## src/rtl/sr_pulse_driver_if.sv

```systemverilog
// Request/status bundle between a requester and sr_pulse_driver, plus the latch feedback q_fb.
// The tgl_req line exists only when SR_TOGGLE_EN is defined.
interface sr_pulse_driver_if;
  logic set_req;
  logic clr_req;
`ifdef SR_TOGGLE_EN
  logic tgl_req;
`endif
  logic q_fb;
  logic s;
  logic r;
  logic busy;
  logic done;
  logic err;

`ifdef SR_TOGGLE_EN
  modport master (
    output set_req, clr_req, tgl_req, q_fb,
    input  s, r, busy, done, err
  );
  modport slave (
    input  set_req, clr_req, tgl_req, q_fb,
    output s, r, busy, done, err
  );
`else
  modport master (
    output set_req, clr_req, q_fb,
    input  s, r, busy, done, err
  );
  modport slave (
    input  set_req, clr_req, q_fb,
    output s, r, busy, done, err
  );
`endif
endinterface

```

## src/rtl/sr_pulse_driver.sv

```systemverilog
// Synchronous front end for a NAND SR latch: one-cycle requests become PW-cycle active-low
// s/r pulses, then q_fb is watched for up to TMO cycles. SR_TOGGLE_EN adds a toggle request.
module sr_pulse_driver #(
  parameter int PW  = 2,
  parameter int TMO = 8,
  parameter int CW  = 4
) (
  input  logic             clk,
  input  logic             rst_n,
  sr_pulse_driver_if.slave bus
);

  typedef enum logic [1:0] {
    IDLE   = 2'd0,
    PULSE  = 2'd1,
    SETTLE = 2'd2
  } state_t;

  localparam logic [CW-1:0] PW_LOAD  = CW'(PW - 1);
  localparam logic [CW-1:0] TMO_LOAD = CW'(TMO - 1);
  localparam logic [CW-1:0] CNT_ONE  = CW'(1);

  state_t        state_q, state_d;
  logic [CW-1:0] cnt_q, cnt_d;
  logic          exp_q, exp_d;
  logic          s_q, s_d;
  logic          r_q, r_d;
  logic          busy_q, busy_d;
  logic          done_q, done_d;
  logic          err_q, err_d;

  logic          want_set;
  logic          want_clr;
  logic          conflict;

  // Request decode: at most one of want_set/want_clr is ever high, so s and r never both go low.
  always_comb begin
`ifdef SR_TOGGLE_EN
    conflict = (bus.set_req & bus.clr_req)
             | (bus.tgl_req & (bus.set_req | bus.clr_req));
    want_set = ~conflict & (bus.set_req | (bus.tgl_req & ~bus.q_fb));
    want_clr = ~conflict & (bus.clr_req | (bus.tgl_req &  bus.q_fb));
`else
    conflict = bus.set_req & bus.clr_req;
    want_set = bus.set_req & ~bus.clr_req;
    want_clr = bus.clr_req & ~bus.set_req;
`endif
  end

  always_ff @(posedge clk or negedge rst_n) begin
    if (!rst_n) begin
      state_q <= IDLE;
      cnt_q   <= '0;
      exp_q   <= 1'b0;
      s_q     <= 1'b1;
      r_q     <= 1'b1;
      busy_q  <= 1'b0;
      done_q  <= 1'b0;
      err_q   <= 1'b0;
    end else begin
      state_q <= state_d;
      cnt_q   <= cnt_d;
      exp_q   <= exp_d;
      s_q     <= s_d;
      r_q     <= r_d;
      busy_q  <= busy_d;
      done_q  <= done_d;
      err_q   <= err_d;
    end
  end

  // Next state, shared counter and expected latch value.
  always_comb begin
    state_d = state_q;
    cnt_d   = cnt_q;
    exp_d   = exp_q;
    case (state_q)
      IDLE: begin
        if (want_set) begin
          state_d = PULSE;
          cnt_d   = PW_LOAD;
          exp_d   = 1'b1;
        end else if (want_clr) begin
          state_d = PULSE;
          cnt_d   = PW_LOAD;
          exp_d   = 1'b0;
        end
      end
      PULSE: begin
        if (cnt_q == '0) begin
          state_d = SETTLE;
          cnt_d   = TMO_LOAD;
        end else begin
          cnt_d = cnt_q - CNT_ONE;
        end
      end
      SETTLE: begin
        if (bus.q_fb == exp_q) begin
          state_d = IDLE;
        end else if (cnt_q == '0) begin
          state_d = IDLE;
        end else begin
          cnt_d = cnt_q - CNT_ONE;
        end
      end
      default: begin
        state_d = IDLE;
        cnt_d   = '0;
      end
    endcase
  end

  // Registered outputs; the active line simply holds its value through PULSE.
  always_comb begin
    s_d    = s_q;
    r_d    = r_q;
    busy_d = busy_q;
    done_d = 1'b0;
    err_d  = 1'b0;
    case (state_q)
      IDLE: begin
        s_d    = ~want_set;
        r_d    = ~want_clr;
        busy_d = want_set | want_clr;
        err_d  = conflict;
      end
      PULSE: begin
        if (cnt_q == '0) begin
          s_d = 1'b1;
          r_d = 1'b1;
        end
      end
      SETTLE: begin
        if (bus.q_fb == exp_q) begin
          done_d = 1'b1;
          busy_d = 1'b0;
        end else if (cnt_q == '0) begin
          err_d  = 1'b1;
          busy_d = 1'b0;
        end
      end
      default: begin
        s_d    = 1'b1;
        r_d    = 1'b1;
        busy_d = 1'b0;
      end
    endcase
  end

  assign bus.s    = s_q;
  assign bus.r    = r_q;
  assign bus.busy = busy_q;
  assign bus.done = done_q;
  assign bus.err  = err_q;

endmodule

```

## src/flat_wrapper.sv

```systemverilog
// flat-port wrapper written by rule: the top's interface ports become plain ports
module sr_pulse_driver_flat 
#(
  parameter int PW  = 2,
  parameter int TMO = 8,
  parameter int CW  = 4
)
  (clk, rst_n, bus_set_req, bus_clr_req, bus_q_fb, bus_s, bus_r, bus_busy, bus_done, bus_err);
  sr_pulse_driver_if bus_i ();
  input  logic clk;
  input  logic rst_n;
  input wire logic [$bits(bus_i.set_req)-1:0] bus_set_req;
  input wire logic [$bits(bus_i.clr_req)-1:0] bus_clr_req;
  input wire logic [$bits(bus_i.q_fb)-1:0] bus_q_fb;
  output wire logic [$bits(bus_i.s)-1:0] bus_s;
  output wire logic [$bits(bus_i.r)-1:0] bus_r;
  output wire logic [$bits(bus_i.busy)-1:0] bus_busy;
  output wire logic [$bits(bus_i.done)-1:0] bus_done;
  output wire logic [$bits(bus_i.err)-1:0] bus_err;
  assign bus_i.set_req = bus_set_req;
  assign bus_i.clr_req = bus_clr_req;
  assign bus_i.q_fb = bus_q_fb;
  assign bus_s = bus_i.s;
  assign bus_r = bus_i.r;
  assign bus_busy = bus_i.busy;
  assign bus_done = bus_i.done;
  assign bus_err = bus_i.err;
  sr_pulse_driver #(.PW(PW), .TMO(TMO), .CW(CW)) u_core (.clk(clk), .rst_n(rst_n), .bus(bus_i));
endmodule
```

## config.mk

```make
export PLATFORM = sky130hd
export DESIGN_NAME = sr_pulse_driver_flat
export DESIGN_NICKNAME = d
export VERILOG_FILES = /design/src/rtl/sr_pulse_driver_if.sv /design/src/rtl/sr_pulse_driver.sv /design/src/flat_wrapper.sv
export SDC_FILE = /design/constraint.sdc
export NUM_CORES = 1
export LEC_CHECK = 0
export CORE_AREA = 3 3 45 47
export CTS_CLUSTER_SIZE = 40
export DETAILED_ROUTE_END_ITERATION = 16
export DIE_AREA = 0 0 48 50
export PLACE_DENSITY = 0.61
export SETUP_SLACK_MARGIN = 0.5
export SLEW_MARGIN = 20
export SYNTH_ARGS = -nofsm -noshare
export SYNTH_HDL_FRONTEND = slang
export SYNTH_SLANG_ARGS = --single-unit
```

## constraint.sdc

```tcl
create_clock -name clk -period 2.27 [get_ports clk]
set_input_delay 0.454 -clock clk [delete_from_list [all_inputs] [get_ports clk]]
set_output_delay 0.454 -clock clk [all_outputs]
set_load 0.005 [all_outputs]
```

# Word level (Yosys, flattened, before mapping)
# Index checks and enable logic that the tools add are counted.
[classes]
addsub = 1
n_eq_ne = 8
muxes = 25
n_bitwise = 10
n_reduce_logical = 8
[ops]
columns = ["operator", "count"]
rows = [
  ["4-bit two-way mux", 5],
  ["4-bit one-hot mux with 3 select lines", 1],
  ["2-bit two-way mux", 5],
  ["1-bit two-way mux", 9],
  ["1-bit one-hot mux with 3 select lines", 3],
  ["3-bit by 1-bit != test with 1-bit output, second input constant", 2],
  ["1-bit inverter", 6],
  ["2-bit one-hot mux with 3 select lines", 1],
  ["2-bit AND reduction", 3],
  ["3-bit AND reduction", 2],
  ["4-bit logical NOT", 1],
  ["2-bit != test, second input constant", 2],
  ["4-bit by 1-bit subtractor with 4-bit output, second input constant", 1],
  ["1-bit AND", 3],
  ["2-bit by 1-bit == test with 1-bit output, second input constant", 1],
  ["2-bit == test, second input constant", 1],
  ["2-bit logical NOT", 1],
  ["2-bit by 1-bit != test with 1-bit output, second input constant", 1],
  ["1-bit one-hot mux with 2 select lines", 1],
  ["2-bit nonzero test", 1],
  ["1-bit == test", 1],
  ["1-bit bitwise OR", 1],
]
[word_totals]
reg_bits = 12
out_inout_bits = 5
word_cells = 60

# Logic depth before layout (Yosys ltp)
# Gate-level depths: netlist of run 1.
[depth]
depth_word = 5
depth_mapped = 7
ltp_nobuf = 6

# Least setup slack after synthesis of run 1
# Ideal clock, no wire load.
[synth_timing]
kind = "register to register"
start = "register u_core.cnt_q[0]"
end = "register u_core.cnt_q[3]"
setup_ns = 0.119
t_arrival_ns = 1.561
slack_ns = 0.590
path_stages_with_launch = 8
period_less_slack_ns = 1.680
cell_sequence = "dfrtp_1 inv_1 ha_1 or3b_1 buf_6 o21ai_0 nor3_1 o21a_1"
[synth_between]
elab_chain_cells = 4
elab_cells_between_ends = 8
classes_between = "add/sub (1); eq/ne (1); mux (4); reduce/logical (2)"
[synth_lines]
columns = ["item", "line_no", "text"]
rows = [
  ["start, declared", "sr_pulse_driver.sv:24", "logic [CW-1:0] cnt_q, cnt_d;"],
  ["start signal, assigned", "sr_pulse_driver.sv:62", "cnt_q <= cnt_d;"],
  ["4-bit by 1-bit subtractor with 4-bit output", "sr_pulse_driver.sv:94, sr_pulse_driver.sv:103", ""],
  ["4-bit two-way mux", "sr_pulse_driver.sv:100", "end else if (cnt_q == '0) begin"],
  ["4-bit two-way mux", "sr_pulse_driver.sv:98", "if (bus.q_fb == exp_q) begin"],
  ["4-bit one-hot mux with 3 select lines", "sr_pulse_driver.sv:77", "case (state_q)"],
]
# Several ways; a longest one is shown, not always the timed one. The select of a mux whose other input is x is not followed.
# A chain may end at the register's enable or synchronous reset.

# Final worst setup path of run 1
[layout_timing]
start = "input port bus_set_req"
end = "register u_core.cnt_q[3]"
[layout_between]
elab_cells_between_ends = 7
classes_between = "eq/ne (1); mux (2); bitwise (3); reduce/logical (1)"
[layout_lines]
columns = ["item", "line_no", "text"]
rows = [
  ["start, declared", "flat_wrapper.sv:12", "input wire logic [$bits(bus_i.set_req)-1:0] bus_set_req;"],
  ["1-bit AND (*)", "sr_pulse_driver.sv:45", "want_set = bus.set_req & ~bus.clr_req;"],
  ["via u_core.want_set", "sr_pulse_driver.sv:32", "logic want_set;"],
  ["3-bit by 1-bit != test with 1-bit output (no source line) / 4-bit two-way mux (equally long branches)", "n/a", ""],
  ["3-bit AND reduction (no source line) / 4-bit one-hot mux with 3 select lines (equally long branches)", "n/a", ""],
]
# The timed path passes the listed nets; every way through them passes the cells marked *.

==> flow_summary.toml, run 1 <==
[global_route]
grt_overflow_total = 0
grt_max_degree = 17
grt_pass1_vias = 522
grt.total_usage = 0.1450
antenna_found_initial = 0
grt_pass1_wl_mm = 2.435

[sta]
hold_violations = 0
drv_slew = 0
slew_headroom = 0.6379
whs_ns = 0.5304
min_period_ns = 1.673
fin_setup_tns_ns = 0
fin_skew_ns = 0.004239
worstMarginPinSlew_ns = 0.5414
max_clock_freq_mhz = 597.7
setup_viol = 0
rsz0062_at_grt = "no"
fin_crit_sh = 0.7370

[finish]
final_nets = 98
area_delta_synth_final_pct = 23.74
register_area_um2 = 302.8
final_common_cell = "dfrtp_1"
antennaDiodeCount = 0
mostFrequentLayoutCells = "dfrtp_1 (10), nor2_1 (9), clkdlybuf4s50_1 (6)"
multiInputGateArea_um2 = 404.1
drive_gt1_frac = 0.1932
fillers = 166

[logic_synthesis]
syn-instance-count = 74
synth_compound_area_frac = 0.2097
avgSynthCellArea_um2 = 9.756
synth_top_cells_by_area = "dfrtp_1 (35%), dfstp_2 (7.3%), ha_1 (6.9%), nor2_1 (5.2%), a21oi_1 (2.8%)"
synth_fa_ha_area_frac = 0.06932
syn_nets = 83
ys_async_sr_fraction = 1.000
synth_top_family_by_area = "compound AO/OA/AOI/OAI gates"
synth_mux_area_frac = 0.04333
seq_area_frac_synth = 0.4194
synth_edf_count = 0
syn-cell-area_um2 = 721.9
yosysUniqueCellTypes = 30
synth-xor-area-share = 0.03466
yosysTopAreaCell = "dfrtp_1"
ys_ff_latch = 12
yosys_most_used_dff = "dfrtp_1"
yosysTopAreaCellShare = 0.3466
yosys.area_share.simple = 0.1716
yosysWarnings = 0

[drt]
avgRoutedWirePerCell_um = 14.00
drt_pre_antenna_iters = 4
highest_layer = "met4"
wl_met1_um = 740
met2_length_um = 656
detail-route-antenna-nets = 0
vias_per_cell = 5.400
route.vias.total = 567
drt_iter0_drc = 6
wl_met3_um = 37
drt_wl_total_mm = 1.470
drc = 0

[critical_path]
path_max_fanout = 6
cp_common_cell = "o21a_1"
path_buf_inv = 1
cp_cell_sequence = "clkdlybuf4s50_1, ha_1, nor2_2, a2bb2o_4, o21a_1, o21a_1"
startpoint_type = "input pin"
cp-end-kind = "register"
crit_arrival_ns = 1.84
max_stage_delay_ns = 0.50
criticalPathCategory = "input pin to register"
cp_top_family = "compound AO/OA/AOI/OAI gates"
cp_slowest_cell = "clkdlybuf4s50_1"
cp_data_required_time_ns = 2.43
reg2reg_slack_ns = 0.61

[floorplanning]
dieWidth_um = 48
start_util = 0.4274
die_area_um2 = 2400
boundaryPins = 10
coreArea_um2 = 1689
die_height_um = 50
core.rowCount = 15

[job]
maxCapViolCount = 0

[clock_network]
root_buffer = "clkbuf_4"
cts_buffer_depth = 2
cts_num_sinks = 12
clk_pin_slew_ns = 0.08
htree_levels = 1
cts_buffers = 3
cts_tree = "done"
clk_latency_ns = 0.27

[outcome]
status = "completed"

[place]
dp_hpwl_mm = 1.037
gp_congestion = 0.7937
numPortBuffers = 9

[pwr]
power_density_nw_per_um2 = 1327
vdd_drop_max_mv = 0.7537
p_leak_nw = 0.4089

[hold_path]
hold_class = "input pin to asynchronous set/reset pin"
registers in the layout, summed over array words and instances (netlist names):
register,cells
u_core.bus.busy,1
u_core.bus.done,1
u_core.bus.err,1
u_core.bus.r,1
u_core.bus.s,1
u_core.cnt_q,4
u_core.exp_q,1
u_core.state_q,2
per-stage QoR:
step | area, um2 | power [W] | worst slack (ns) | utilization | instances
floorplan | 721.9 | 0.0008299 | 0.5899 | - | 74
detailed placement | 829.5 | 0.0009949 | 0.2603 | 0.4911 | 99
CTS | 855.8 | 0.001137 | 0.5133 | 0.5067 | 103
global route | 893.4 | 0.001300 | 0.4967 | 0.5289 | 105
finish | 893.4 | 0.001185 | 0.5970 | 0.5289 | 105
global placement | 829.5 | 0.0009920 | 0.2552 | 0.4911 | 99
area by class of cell:
class	count	area share
multi-input cells	54	0.4524
flip-flops and latches	12	0.3389
repair buffers	13	0.1345
clock buffers	4	0.02941
well taps	17	0.02381
inverters	5	0.02101
layer usage:
| layer | global-route usage | up-vias |
|---|---|---|
| met5 | 0 | - |
| met4 | 0.08072 | 0 |
| met3 | 0.03285 | 4 |
| met2 | 0.1806 | 11 |
| met1 | 0.2210 | 262 |
| li1 | - | 290 |
kinds of logic (layout without fill, tap and decap cells):
family | after synthesis | in the layout
buf+inv | 8 | 22
simple gates | 24 | 24
mux | 3 | 3
fa+ha+maj | 4 | 4
compound gates | 21 | 21
flops | 12 | 12
xor+xnor | 2 | 2
cell usage after synthesis (2+ instances only):
| master | number |
|---|---|
| dfrtp_1 | 10 |
| nor2_1 | 10 |
| inv_1 | 5 |
| a21oi_1 | 4 |
| ha_1 | 4 |
| o21ai_0 | 4 |
| nand2b_1 | 3 |
| nor3_1 | 3 |
| a21o_1 | 2 |
| clkbuf_1 | 2 |
| dfstp_2 | 2 |
| mux2i_1 | 2 |
| nand3_1 | 2 |
| nor2b_1 | 2 |
| o21a_1 | 2 |
| o22a_1 | 2 |
| o22ai_1 | 2 |
final timing paths:
check | cells after the start | start | end
setup reg to reg | 5 | u_core.cnt_q[0] | u_core.cnt_q[0]
hold / removal | 1 | rst_n | u_core.bus.done
setup / recovery | 6 | bus_set_req | u_core.cnt_q[3]
hold reg to reg | 2 | u_core.bus.busy | u_core.bus.busy
min in group clk | 2 | u_core.bus.busy | u_core.bus.busy
max in group asynchronous | 1 | rst_n | u_core.bus.r
report_power, final:
group	internal (W)	switching [W]	leakage, nW
Combinational	0.000345	0.000291	0.245
Sequential	0.000305	0.000107	0.149
Clock	0.0000681	0.0000699	0.0150
Total	0.000718	0.000468	0.409
what timing repair did:
item | 4_1_cts | 5_1_grt
resized for setup | 3 | 6
setup endpoints to repair | 4 | 7
hold buffers | 0 | 0
pin swaps | 0 | 2
buffers inserted | 0 | 2
Note: power is estimated with default switching activity, not from simulation.
==> inputs of run 2 (changes only) <==
==> constraint.sdc (replaced) <==
create_clock -name clk -period 1.7 [get_ports clk]
set_input_delay 0.34 -clock clk [delete_from_list [all_inputs] [get_ports clk]]
set_output_delay 0.34 -clock clk [all_outputs]
set_load 0.005 [all_outputs]
==> flow_summary.toml, run 2 (same netlist as run 1, synthesis figures left out) <==
[finish]
final_nets = 117
antennaDiodeCount = 0
final_common_cell = "buf_4"
instances_no_fill = 124
largest_register_ffs = 4
mostFrequentLayoutCells = "buf_4 (19), dfrtp_1 (10), nor2_1 (9)"
area_delta_synth_final_pct = 50.61
fillers = 136
regMostFlops = "u_core.cnt_q"
drive_gt1_frac = 0.4953
top_regs = "u_core.cnt_q: 4 flops, u_core.state_q: 2 flops"

[pwr]
power_density_nw_per_um2 = 1858
sequentialPowerShare = 0.245
p_leak_nw = 0.5114
sw_frac_of_total = 0.3854
switching_power_w = 0.0007787
clkPwrFrac = 0.119
p_int_w = 0.001242
comb_power_share = 0.636
vdd_drop_max_mv = 0.8230

[floorplanning]
die_area_um2 = 2400
core.rowCount = 15
dieWidth_um = 48
start_util = 0.4274
coreArea_um2 = 1689
boundaryPins = 10
die_height_um = 50

[critical_path]
path_max_fanout = 6
startpoint_type = "register"
cp-end-kind = "register"
cp_data_required_time_ns = 1.88
criticalPathCategory = "register to register"
crit_start = "u_core.cnt_q[1]"
r2r-start = "u_core.cnt_q[1]"
crit_arrival_ns = 1.77

[global_route]
grt_pass1_vias = 644
grt_pass1_wl_mm = 2.967
grt.total_usage = 0.1711
grt_overflow_total = 0
antenna_found_initial = 0
grt_max_degree = 15

[sta]
setup_viol = 0
min_period_ns = 1.586
fin_crit_sh = 0.9332
rsz0062_at_grt = "yes"
slew_headroom = 0.7959
worst_slack_ns = 0.1136
worstMarginPinSlew_ns = 0.3052
hold_violations = 0
fin_skew_ns = 0.007077
max_clock_freq_mhz = 630.4
fin_setup_tns_ns = 0
drv_slew = 0

[place]
dp_slack_ns = -0.1979
gp_congestion = 0.7750
dp_hpwl_mm = 1.121
numPortBuffers = 9
placed_cells = 108

[clock_network]
cts_buffer_depth = 2
clk_latency_ns = 0.29
cts_num_sinks = 12
cts_tree = "done"
root_buffer = "clkbuf_4"
cts_buffers = 3
ctsHoldBuffers = 0
htree_levels = 1
clk_pin_slew_ns = 0.09

[job]
maxCapViolCount = 0

[drt]
avgRoutedWirePerCell_um = 14.52
route.vias.total = 667
vias_per_cell = 5.379
drc = 0
drt_wl_total_mm = 1.801
detail-route-antenna-nets = 0
drt_pre_antenna_iters = 4
drt_iter0_drc = 17

[outcome]
status = "completed"

[hold_path]
hold_class = "input pin to asynchronous set/reset pin"
## run 2: cell count changes in the layout (fill, tap and decap cells not counted), moves of 3 or more
cell	before	now
buf_4	4	19
clkdlybuf4s50_1	6	1
buf_6	0	4
buf_2	0	3
o21ai_0	3	0
o21ai_1	2	5
## run 2: critical path, cell delays in order, from the launching register on
cell      delay, ns
dfrtp_1        0.40
inv_2          0.09
ha_4           0.14
or3b_4         0.41
a21o_1         0.17
a222oi_1       0.27
## run 2: path summary, 6_finish.rpt
path                                   endpoint  slack (ns)  cells after the start
worst min register to register     u_core.exp_q        0.58                      1
worst max register to register  u_core.cnt_q[0]        0.11                      5
min in group clk                   u_core.exp_q        0.58                      1
worst max-delay path            u_core.cnt_q[0]        0.11                      5
worst min-delay path            u_core.cnt_q[0]        0.30                      1
max in group asynchronous          u_core.bus.s        0.92                      2
## run 2: power by group through the flow
stage / Combinational [W] / Sequential (W) / Clock (W)
5_1_grt: 0.00142 / 0.000510 / 0.000263
4_1_cts: 0.00109 / 0.000491 / 0.000236
6_report: 0.00128 / 0.000495 / 0.000241
2_1_floorplan: 0.000619 / 0.000510 / 0
3_3_place_gp: 0.000940 / 0.000497 / 0
3_5_place_dp: 0.000938 / 0.000498 / 0
## run 2: final cells by class
type	count	area (um2)	area share
Clock buffer	4	36.28	0.03337
Inverter	5	18.77	0.01726
Multi-Input combinational cell	54	459.2	0.4223
Sequential cell	12	302.8	0.2785
Tap cell	17	21.27	0.01956
Timing Repair Buffer	32	249.0	0.2290
## run 2: per-layer routing
| metal | part of all wire | vias to the layer above | GRT usage |
|---|---|---|---|
| met4 | 0.033 | 0 | 0.05381 |
| met5 | 0 | - | 0 |
| li1 | - | 325 | - |
| met2 | 0.48 | 16 | 0.2665 |
| met3 | 0.035 | 7 | 0.03285 |
| met1 | 0.45 | 319 | 0.2309 |
## run 2: metrics by stage
step	instance area [um2]	hold WS, ns	util	total power [W]
3_3_place_gp	922.1	0.5228	0.5459	0.001437
5_1_grt	1087	0.3075	0.6437	0.002194
3_5_place_dp	922.1	0.5182	0.5459	0.001436
4_1_cts	1023	0.3181	0.6059	0.001822
6_report	1087	0.2957	0.6437	0.002020
2_1_floorplan	747.0	0.04441	-	0.001129
## run 2: repair_timing
item	CTS	global route
pin swaps	7	3
endpoints found under the setup margin	16	15
gates resized for setup	33	8
gates cloned	0	0
buffers inserted	6	6
==> variant: new RTL, settings of run 2 <==
Make the reset (`rst_n`) synchronous in one clocked block.
--- a/src/rtl/sr_pulse_driver.sv
+++ b/src/rtl/sr_pulse_driver.sv
@@ -48,5 +48,5 @@
   end
 
-  always_ff @(posedge clk or negedge rst_n) begin
+  always_ff @(posedge clk) begin
     if (!rst_n) begin
       state_q <= IDLE;
Check against the original RTL: differs if rst_n is asserted again (counterexample within 4 cycles, from zero or initial values and one cycle with rst_n low); with rst_n held inactive, the same outputs for 10 cycles.
==> variant against run 2 <==
Worst setup slack gained 0.10 ns; wire length shrank 15%; final cell count shrank 2.4%; die area is the same; global-route usage shrank 2.3 points; clock skew shrank 0.0064 ns; design area shrank 3.5%; sequential cell count is the same; synthesized area shrank 12%; sequential share of layout area shrank 3.8 points; critical endpoint is now u_core.cnt_q[3]$_SDFFE_PN0P_; highest routed layer unchanged.
Power is not compared: it rests on default switching activity, and its combinational part moved more than twofold at a synthesized area within 25%.
==> variant: results (changes against run 2) <==
[placement]
gp_congestion=0.8035  ; +3.7%
dp_hpwl_um=1060  ; -5.5%

[yosys]
netlist_top_cells_count=dfxtp_1 (12), a21oi_1 (6), inv_1 (6), nor2_1 (6), o21ai_0 (6)
synthesis.nets=84  ; +1.2%
synthTopCellsByArea=dfxtp_1 (38%), ha_1 (7.9%), a21oi_1 (4.7%), o21ai_0 (4.7%), nor3_1 (3.9%)
synth-compound-area-share_pct=20.83  ; -0.15 points
seq_area_frac_synth_pct=37.72  ; -4.2 points
synthAdderAreaFrac_pct=7.859  ; +0.93 points
muxShareOfSynthArea_pct=3.143  ; -1.2 points
ys.flop_type=dfxtp_1
synthArstFlopShare_pct=0  ; -100 points
synthDistinctLibCells=26  ; -13%

[route]
via_per_inst=5.240  ; -2.6%
drt_iter0_drc=2  ; -15

[global_route]
grt_start_max_net_pins=9  ; -6
grt_pass1_vias=588  ; -8.7%
grt_use_total_pct=14.78  ; -2.3 points

[clock_network]
clkTransAtPathRegs_ns=0.07  ; -0.02 ns
worstSkewPairLatency_ns=0.27  ; -0.02 ns

[critical_path]
cp_top_family=simple AND/OR/NAND/NOR gates
rr_worst_depth=6  ; +1
worst_r2r_endpoint=u_core.cnt_q[3]$_SDFFE_PN0P_
crit_arrival_ns=1.70  ; -0.07 ns
cp_slowest_cell=or4_4

[min_path]
hold_path_class=reg2reg

[layout]
num-nets-final=114  ; -2.6%

[status]
outcome=finished, final reports clean

[sta]
clock_skew_ns=0.0007261  ; -0.006350 ns
relSlewSlack_pct=70.95  ; -8.6 points

[variant: changes by cell type in the layout (fill, tap and decap cells not counted), sizes merged, moves of 3 or more]
cell | run 2 | this run
dfxtp | 0 | 12
dfrtp | 10 | 0
buf | 26 | 20
clkdlybuf4s15 | 0 | 4
nand2 | 1 | 5
nor2 | 10 | 6
nand3 | 3 | 0
[variant: final cells by class]
cell class,count,area (µm²)
Clock buffer,4,36.28
Fill cell,145,639.4
Inverter,6,30.03
Multi-Input combinational cell,55,486.7
Sequential cell,12,252.7
Tap cell,17,21.27
Timing Repair Buffer,27,222.7
[variant: layer usage]
metal	wire length (µm)	share of wire, %	up-vias	global-route usage, %
met5	0	0	-	0
met4	41	2.7	0	8.072
met3	37	2.4	5	3.285
met2	737	48	9	21.81
met1	717	47	291	19.12
li1	-	-	329	-
[variant: worst reg2reg max path, delay by kind of cell (launching register included)]
| family | cells | cell delay (ns) |
|---|---|---|
| flops | 1 | 0.34 |
| fa+ha+maj | 1 | 0.16 |
| compound gates | 1 | 0.12 |
| simple gates | 3 | 0.76 |
| buf+inv | 1 | 0.05 |
[variant: repair_timing]
item / 4_1_cts / 5_1_grt
pin swaps: 12 / 6
buffers inserted: 6 / 3
cloned: 0 / 0
setup endpoints to repair: 16 / 15
gates resized for setup: 33 / 21
[variant: through the flow]
stage          area, µm²  hold slack (ns)  worst slack [ns]  power [mW]  instances
2_1_floorplan      684.4           0.4019            0.1920      0.5409         75
3_3_place_gp       854.6           0.4926           -0.4547      0.6458        108
3_5_place_dp       854.6           0.4968           -0.4765      0.6469        108
4_1_cts            973.4           0.5554            0.2132      0.9579        118
5_1_grt             1050           0.5964            0.1585       1.093        121
6_report            1050           0.5512            0.2162       1.023        121
